## src/rtl/collision_probe_scanner.sv

```systemverilog
// Collision map prober: four ROM probes per character box per scan,
// results published atomically with a one-cycle valid strobe.
module collision_probe_scanner #(
  parameter int NUM_CHARS = 2,
  parameter int COORD_W   = 10,
  parameter int DATA_W    = 3,
  parameter int ADDR_W    = 19,
  parameter int MAP_W     = 640,
  parameter int MAP_H     = 480,
  parameter int ROM_LAT   = 3,
  parameter logic [NUM_CHARS*COORD_W-1:0] X_OFF = {10'd25, 10'd13},
  parameter logic [NUM_CHARS*COORD_W-1:0] Y_OFF = {10'd25, 10'd15}
) (
  input  logic                          vga_clk,
  input  logic                          reset_n,
  input  logic                          start,
  input  logic                          free_run,
  input  logic [NUM_CHARS*COORD_W-1:0]  box_left,
  input  logic [NUM_CHARS*COORD_W-1:0]  box_right,
  input  logic [NUM_CHARS*COORD_W-1:0]  box_top,
  input  logic [NUM_CHARS*COORD_W-1:0]  box_bottom,
  output logic [ADDR_W-1:0]             rom_addr,
  input  logic [DATA_W-1:0]             rom_data,
  output logic                          busy,
  output logic                          res_valid,
  output logic [NUM_CHARS*4*DATA_W-1:0] probe_res
);

  localparam int P  = 4 * NUM_CHARS;
  localparam int KW = $clog2(P);
  localparam int WW = $clog2(ROM_LAT);
  localparam int CW = NUM_CHARS * COORD_W;
  localparam int RW = P * DATA_W;

  localparam logic [COORD_W:0] LP_W =
    (COORD_W+1)'(MAP_W);
  localparam logic [COORD_W:0] LP_H =
    (COORD_W+1)'(MAP_H);
  localparam logic [ADDR_W-1:0] LP_MW =
    ADDR_W'(MAP_W);

  typedef enum logic [1:0] {
    S_IDLE,
    S_LOAD,
    S_SCAN,
    S_PUB
  } state_t;

  state_t r_state;
  state_t w_next;

  logic [CW-1:0]     r_l;
  logic [CW-1:0]     r_r;
  logic [CW-1:0]     r_t;
  logic [CW-1:0]     r_b;
  logic [KW-1:0]     r_k;
  logic [WW-1:0]     r_w;
  logic [RW-1:0]     r_shadow;
  logic [RW-1:0]     r_res;
  logic [ADDR_W-1:0] r_addr;
  logic              r_valid;

  logic              w_go;
  logic              w_cap;
  logic              w_last;
  logic [KW-1:0]     w_sel;
  logic [KW-1:0]     w_ci;
  logic [1:0]        w_pj;
  logic [COORD_W-1:0] w_bl;
  logic [COORD_W-1:0] w_br;
  logic [COORD_W-1:0] w_bt;
  logic [COORD_W-1:0] w_bb;
  logic [COORD_W-1:0] w_xo;
  logic [COORD_W-1:0] w_yo;
  logic [COORD_W:0]  w_xe;
  logic [COORD_W:0]  w_ys;
  logic [COORD_W:0]  w_x;
  logic [COORD_W:0]  w_y;
  logic [COORD_W:0]  w_xc;
  logic [COORD_W:0]  w_yc;
  logic [ADDR_W-1:0] w_addr;

  assign w_go   = start | free_run;
  assign w_cap  = (r_state == S_SCAN) &&
                  (r_w == WW'(ROM_LAT - 1));
  assign w_last = (r_k == KW'(P - 1));

  // LOAD issues probe 0; each SCAN capture issues the next probe
  assign w_sel = (r_state == S_LOAD) ? '0 : r_k + 1'b1;
  assign w_ci  = w_sel >> 2;
  assign w_pj  = w_sel[1:0];

  assign w_bl = r_l[w_ci*COORD_W +: COORD_W];
  assign w_br = r_r[w_ci*COORD_W +: COORD_W];
  assign w_bt = r_t[w_ci*COORD_W +: COORD_W];
  assign w_bb = r_b[w_ci*COORD_W +: COORD_W];
  assign w_xo = X_OFF[w_ci*COORD_W +: COORD_W];
  assign w_yo = Y_OFF[w_ci*COORD_W +: COORD_W];

  assign w_xe = {1'b0, w_bl} + {1'b0, w_xo};
  assign w_ys = {1'b0, w_bb} - {1'b0, w_yo};

  // Raw probe coordinate; top edge beyond the map is a wrapped negative
  always_comb begin
    w_x = '0;
    w_y = '0;
    unique case (w_pj)
      2'd0: begin
        w_x = {1'b0, w_bl};
        w_y = (w_bb < w_yo) ? '0 : w_ys;
      end
      2'd1: begin
        w_x = {1'b0, w_br};
        w_y = (w_bb < w_yo) ? '0 : w_ys;
      end
      2'd2: begin
        w_x = w_xe;
        w_y = ({1'b0, w_bt} >= LP_H) ?
              '0 : {1'b0, w_bt};
      end
      default: begin
        w_x = w_xe;
        w_y = {1'b0, w_bb};
      end
    endcase
  end

  assign w_xc = (w_x >= LP_W) ? LP_W - 1'b1 : w_x;
  assign w_yc = (w_y >= LP_H) ? LP_H - 1'b1 : w_y;

  assign w_addr = ADDR_W'(w_yc) * LP_MW +
                  ADDR_W'(w_xc);

  // State register
  always_ff @(posedge vga_clk or negedge reset_n) begin
    if (!reset_n) r_state <= S_IDLE;
    else          r_state <= w_next;
  end

  // Next-state sequencing
  always_comb begin
    w_next = r_state;
    unique case (r_state)
      S_IDLE: if (w_go) w_next = S_LOAD;
      S_LOAD: w_next = S_SCAN;
      S_SCAN: if (w_cap && w_last) w_next = S_PUB;
      S_PUB:  w_next = S_IDLE;
      default: w_next = S_IDLE;
    endcase
  end

  // Snapshot, address issue, capture and publish
  always_ff @(posedge vga_clk or negedge reset_n) begin
    if (!reset_n) begin
      r_l      <= '0;
      r_r      <= '0;
      r_t      <= '0;
      r_b      <= '0;
      r_k      <= '0;
      r_w      <= '0;
      r_shadow <= '0;
      r_res    <= '0;
      r_addr   <= '0;
      r_valid  <= 1'b0;
    end else begin
      r_valid <= 1'b0;
      unique case (r_state)
        S_IDLE: begin
          if (w_go) begin
            r_l <= box_left;
            r_r <= box_right;
            r_t <= box_top;
            r_b <= box_bottom;
          end
        end
        S_LOAD: begin
          r_addr <= w_addr;
          r_k    <= '0;
          r_w    <= '0;
        end
        S_SCAN: begin
          if (w_cap) begin
            r_shadow[r_k*DATA_W +: DATA_W] <= rom_data;
            r_w <= '0;
            if (!w_last) begin
              r_addr <= w_addr;
              r_k    <= r_k + 1'b1;
            end
          end else begin
            r_w <= r_w + 1'b1;
          end
        end
        S_PUB: begin
          r_res   <= r_shadow;
          r_valid <= 1'b1;
        end
        default: ;
      endcase
    end
  end

  assign rom_addr  = r_addr;
  assign busy      = (r_state != S_IDLE);
  assign res_valid = r_valid;
  assign probe_res = r_res;

endmodule

```

## config.mk

```make
export PLATFORM = sky130hd
export DESIGN_NAME = collision_probe_scanner
export DESIGN_NICKNAME = d
export VERILOG_FILES = /design/src/rtl/collision_probe_scanner.sv
export SDC_FILE = /design/constraint.sdc
export NUM_CORES = 1
export LEC_CHECK = 0
export CAP_MARGIN = 25
export CORE_UTILIZATION = 29
export CTS_CLUSTER_DIAMETER = 80
export DETAILED_ROUTE_END_ITERATION = 8
export GPL_TIMING_DRIVEN = 0
export PLACE_DENSITY = 0.45
export SLEW_MARGIN = 20
export SYNTH_ARGS = -nofsm -noshare
export SYNTH_HDL_FRONTEND = slang
export SYNTH_SLANG_ARGS = --single-unit
```

## constraint.sdc

```tcl
create_clock -name vga_clk -period 11.7 [get_ports vga_clk]
set_clock_uncertainty 0.05 [all_clocks]
set_input_delay 1.755 -clock vga_clk [delete_from_list [all_inputs] [get_ports vga_clk]]
set_output_delay 1.755 -clock vga_clk [all_outputs]
set_load 0.05 [all_outputs]
```

* After elaboration in Yosys (flattened, before gate mapping)
Cells that the tools add are included.
** Storage, ports and cells
- Register bits after elaboration :: 155
- Output and inout bits :: 45
- Input port bits :: 87
** Operators by class
- Bitwise gates (word level) :: 1
- Shift operators :: 8
- Multiply operators :: 3
- Mux-type cells :: 20
- Magnitude comparators :: 4
- Reduce and logical (&&, ||, !) cells :: 11
- Add/subtract/negate cells :: 6
- Eq/ne operators :: 11
** Operators by type and width (number)
- $shiftx A20 B8 Y10 :: 4
- $pmux W11 S2 :: 2
- $mux W19 :: 2
- $pmux W19 S2 :: 1
- $neg A5 Y34 :: 1
- $shift A3 B34 Y24 const A :: 1
- $shiftx A3 B34 Y24 :: 1
- $mux W11 :: 3
- $bwmux W24 :: 1
- $shiftx A20 B6 Y10 const A :: 1
- $shiftx A20 B8 Y10 const A :: 1
- $add A19 B11 Y19 :: 1
- $mul A11 B3 Y12 const B :: 1
- $add A10 B10 Y11 :: 1
- $ge A11 B10 Y1 const B :: 1
- $ge A11 B9 Y1 const B :: 1
- $sub A10 B10 Y11 :: 1
- $ge A10 B9 Y1 const B :: 1
- $lt A10 B10 Y1 :: 1
- $mux W10 :: 1
- $mux W3 :: 3
- $eq A2 B2 Y1 const B :: 4
- $pmux W2 S4 :: 1
- $mux W2 :: 3
- other kinds (18) :: 26

* Logic depth before layout (Yosys ltp)
- Word-level depth :: 14
- Depth in mapped cells :: 27
- Gate-level depth less buffers :: 24

* Worst setup path before layout
OpenSTA, ideal clock, no wires.
- Path type :: register to register
- Start point :: reg r_k[0]
- End point :: reg r_addr[18], in the netlist rom_addr[18]
- Period minus slack after synthesis :: 6012 ps
- Setup slack :: 5688 ps
- Setup time :: 69 ps
- Arrival time :: 5893 ps
- Cell stages (with the launch flop) :: 27
- Cell sequence :: dfrtp_1 -> ha_1 -> ha_1 -> nor2b_1 -> buf_6 -> buf_2 -> buf_1 -> nand2_1 -> o21a_1 -> ha_1 -> nor3_1 -> o21ai_1 -> a31oi_1 -> nand4_1 -> nand3_1 -> o41ai_2 -> a2111o_1 -> ha_1 -> ha_1 -> inv_1 -> fa_1 -> xnor2_1 -> nand3_1 -> nor4b_1 -> nand3_1 -> or4_1 -> nand3_1
** On the way
- Longest elaborated chain between the ends :: 14
- Elaborated cells on any way between the ends :: 33
- Those cells by class :: add/sub (4); mul (2); order compare (4); eq/ne (4); shift (6); mux (10); reduce/logical (3)
** RTL lines
- from (decl) :: line 56 : logic [KW-1:0] r_k;
- from (signal assigned) :: line 187 : r_k <= r_k + 1'b1;
- $add A3 B1 Y3 :: line 89 : assign w_sel = (r_state == S_LOAD) ? '0 : r_k + 1'b1;
- $mux W3 :: line 89
- $mul A1 B3 Y4
- $shiftx A20 B8 Y10, or another cell as far along :: line 96 : assign w_bb = r_b[w_ci*COORD_W +: COORD_W];
- $sub A10 B10 Y11, or another cell as far along :: line 101 : assign w_ys = {1'b0, w_bb} - {1'b0, w_yo};
- $mux W11 / $mux W10 (equally long branches) :: line 110, 114, 118
- $pmux W11 S2 :: line 107 : unique case (w_pj)
- $ge A11 B9 Y1 :: line 129 : assign w_yc = (w_y >= LP_H) ? LP_H - 1'b1 : w_y;
- $mux W11 :: line 129
- $mul A11 B3 Y12 :: line 131 : assign w_addr = ADDR_W'(w_yc) * LP_MW +
- $add A19 B11 Y19 :: line 131
- $mux W19 :: line 185 : if (!w_last) begin
- $mux W19 :: line 182 : if (w_cap) begin
- $pmux W19 S2 :: line 167 : unique case (r_state)
- to (signal assigned) :: line 177 : r_addr <= w_addr;
- to (signal assigned) :: line 186 : r_addr <= w_addr;
- to (decl) :: line 60 : logic [ADDR_W-1:0] r_addr;
Parallel ways exist; a longest one is shown, timed or not. The select of a mux whose other input is x is not followed.
A chain may end at the register's enable or synchronous reset.

* Final worst setup path
Ends and elaborated chain as after synthesis.

==> run summary <==
Critical Path Start Type = flop
Final Util = 38.4%
Setup Viol. Count Final = 0
Synth area leaders = dfrtp_1 46%, mux2_2 17%, ha_1 4.5%
Post-route ant nets = 0
Mean post-synth cell area = 11.1 um2
Hold endpoint = rom_addr[12]
Yosys top cell area share = 46.5%
Mapped Area = 8350 um2
R2R cell count = 27
Post-DR vias/cell = 4.79
HP Class = reg2reg
Clock-pin slew on the worst setup and hold paths = 0.07 ns
Largest area contributor in the netlist = dfrtp_1
Routed wire per std cell = 17.7 um
Vias in the first global route = 6242
Main flop type after synthesis = dfrtp_1
HPWL after detailed placement = 17400 um
Post-layout min period = 7.46 ns
Residual DRC count = 0
Vias post-DR = 6204
Final Net Count = 1023
Pre-antenna DRT Iters = 5
Die outline width = 172 um
Final Cycle Share = 63.8%
PostCTS Resize Cnt = 0
RSZ-0062 raised after global routing = false
Worst reg2reg endpoint = rom_addr[18]
Num ports = 132
Drt initial violations = 295
First-pass GRT wire length = 36100 um
EDFF count, synth = 0
Starting Density = 29.7%
Max Root-Sink Buffers = 2
FMAX = 134 MHz
Crit path DAT = 7.77 ns
Crit path kind = reg2reg
H-tree depth = 4
Post-Synthesis Cells = 751
Routability Congestion = 0.821
Fin Setup TNS = 0 ns
Global Route Usage Sum = 16.3%
Ant. Diodes = 0
Yosys warnings = 0
Final WS setup = 4.24 ns
Netlist cell types = 73
CP Max Fanout = 10
Worst skew pair latency = 0.43 ns
Flop2flop setup slack = 4.24 ns
CTS tree = yes
Worst hold slack = 0.424 ns
R2R Path Start = r_k[0]
Worst Path Required = 12.01 ns
TritonCTS Buffers = 17
Max-slew headroom = 39.9%
Number of synthesized register bits = 155
DIE AREA = 29500 um2
Pin count of the biggest net entering global routing = 91
# clock sinks = 155
Cts hold-fix bufs = 0
Worst-margin pin slew = 0.889 ns
Setup Buffers After CTS = 0
Hold path depth = 2
CP Launch Point = r_k[0]
CP Capture Type = flop
Pins Over Slew Limit = 0
Congestion Overflow GR = 0
Share of cells above drive strength 1 = 20.2%
Endpoints failing hold = 0
Area grow syn2layout = 29.3%
Asr flop ratio synth = 100%
Core area = 28100 um2
FILL cells = 2857
Status = finished clean
Synth cell count leaders = 155 x dfrtp_1, 127 x mux2_2, 71 x nand2_1
DIE HEIGHT = 172 um
Rows = 61
Port buffer count = 131
Most frequent cell after synthesis = dfrtp_1
Clock Tree Root = clkbuf_16
Total of max-cap violations = 0
Hold wc startpoint = rom_addr[12]
Seq/Total Area, Yosys = 46.5%
Initial antenna violation count = 0
Placement Setup Slack = 4.23 ns
DRT Wirelength = 22900 um
==> sequential cells by signal, indices dropped and copies added (netlist names) <==
| name | cells |
|---|---|
| rom_addr | 19 |
| r_shadow | 24 |
| res_valid | 1 |
| r_r | 20 |
| r_b | 20 |
| probe_res | 24 |
| r_k | 3 |
| r_l | 20 |
| r_t | 20 |
| r_w | 2 |
| r_state | 2 |
==> placed cells by master (no fill, tap or decap), drive strengths merged, types with 11 or more instances in the layout <==
master and n:
a21oi 26, buf 14, clkbuf 38, clkdlybuf4s50 130, dfrtp 155, ha 30
inv 21, mux2 128, mux2i 25, nand2 71, nand3 20, nor2 39
nor3 11, o21ai 45, xnor2 15
==> routing by layer <==
metal  share of wire [%]  vias up  GRT usage, %  wire (um)
met3                 3.6       12          3.15        826
met1                  50     3000          23.0      11400
met2                  46      143          25.3      10500
met4                0.84        0          3.96        192
li1                    -     3049             -          -
met5                   0        -             0          0
==> cell families after synthesis <==
kind of cell	after synthesis	synth area share (%)
AO/OA/AOI/OAI	152	12.5
AND/OR/NAND/NOR	189	11.0
other	1	0.0449
buffers and inverters	47	2.41
adder cells (fa/ha/maj)	32	4.98
XOR/XNOR	22	2.31
flip-flops	155	46.5
multiplexers	153	20.3
==> cell type report <==
cell class	instances	area, um2	share of cell area [%]
clock inverters	14	184	1.70
well taps	378	473	4.38
inverters	15	56.3	0.521
clock buffers	18	439	4.07
flip-flops and latches	155	3880	35.9
plain buffers	32	145	1.34
multi-input cells	551	4280	39.6
repair buffers	132	1340	12.4
==> critical path: stages, from the launching register on <==
cell      delay (ns)
dfrtp_1         0.46
ha_1            0.24
ha_1            0.38
nor2b_1         0.19
buf_6           0.16
buf_2           0.27
buf_1           0.48
nand2_1         0.15
o21a_1          0.13
ha_1            0.23
nor3_1          0.21
o21ai_1         0.16
a31oi_1         0.38
o21bai_1        0.18
a21oi_1         0.17
o41ai_2         0.67
a2111o_1        0.32
ha_1            0.27
ha_1            0.23
inv_1           0.07
fa_1            0.21
nor2b_1         0.07
o31a_1          0.27
a21oi_1         0.27
nor4b_1         0.47
nand3_1         0.17
or4_1           0.42
nand3_1         0.09
==> how the worst max path moves through the flow <==
stage                         to  depth (start not counted)  slack [ns]
finish              rom_addr[18]                         27        4.24
global placement          r_b[3]                          1        1.96
floorplan           rom_addr[18]                         26        5.69
global route        rom_addr[18]                         26        3.58
CTS                 rom_addr[18]                         27        4.19
detailed placement  rom_addr[18]                         26        4.23
==> metrics by stage <==
stage               cells  cell area (um2)
floorplan             753             8360
global placement     1262            10100
detailed placement   1263            10200
CTS                  1295            10800
global route         1295            10800
finish               1295            10800
Power is left out: the tool's default activity adds up to more than one toggle a clock period on the data nets, which glitch-free logic cannot reach.
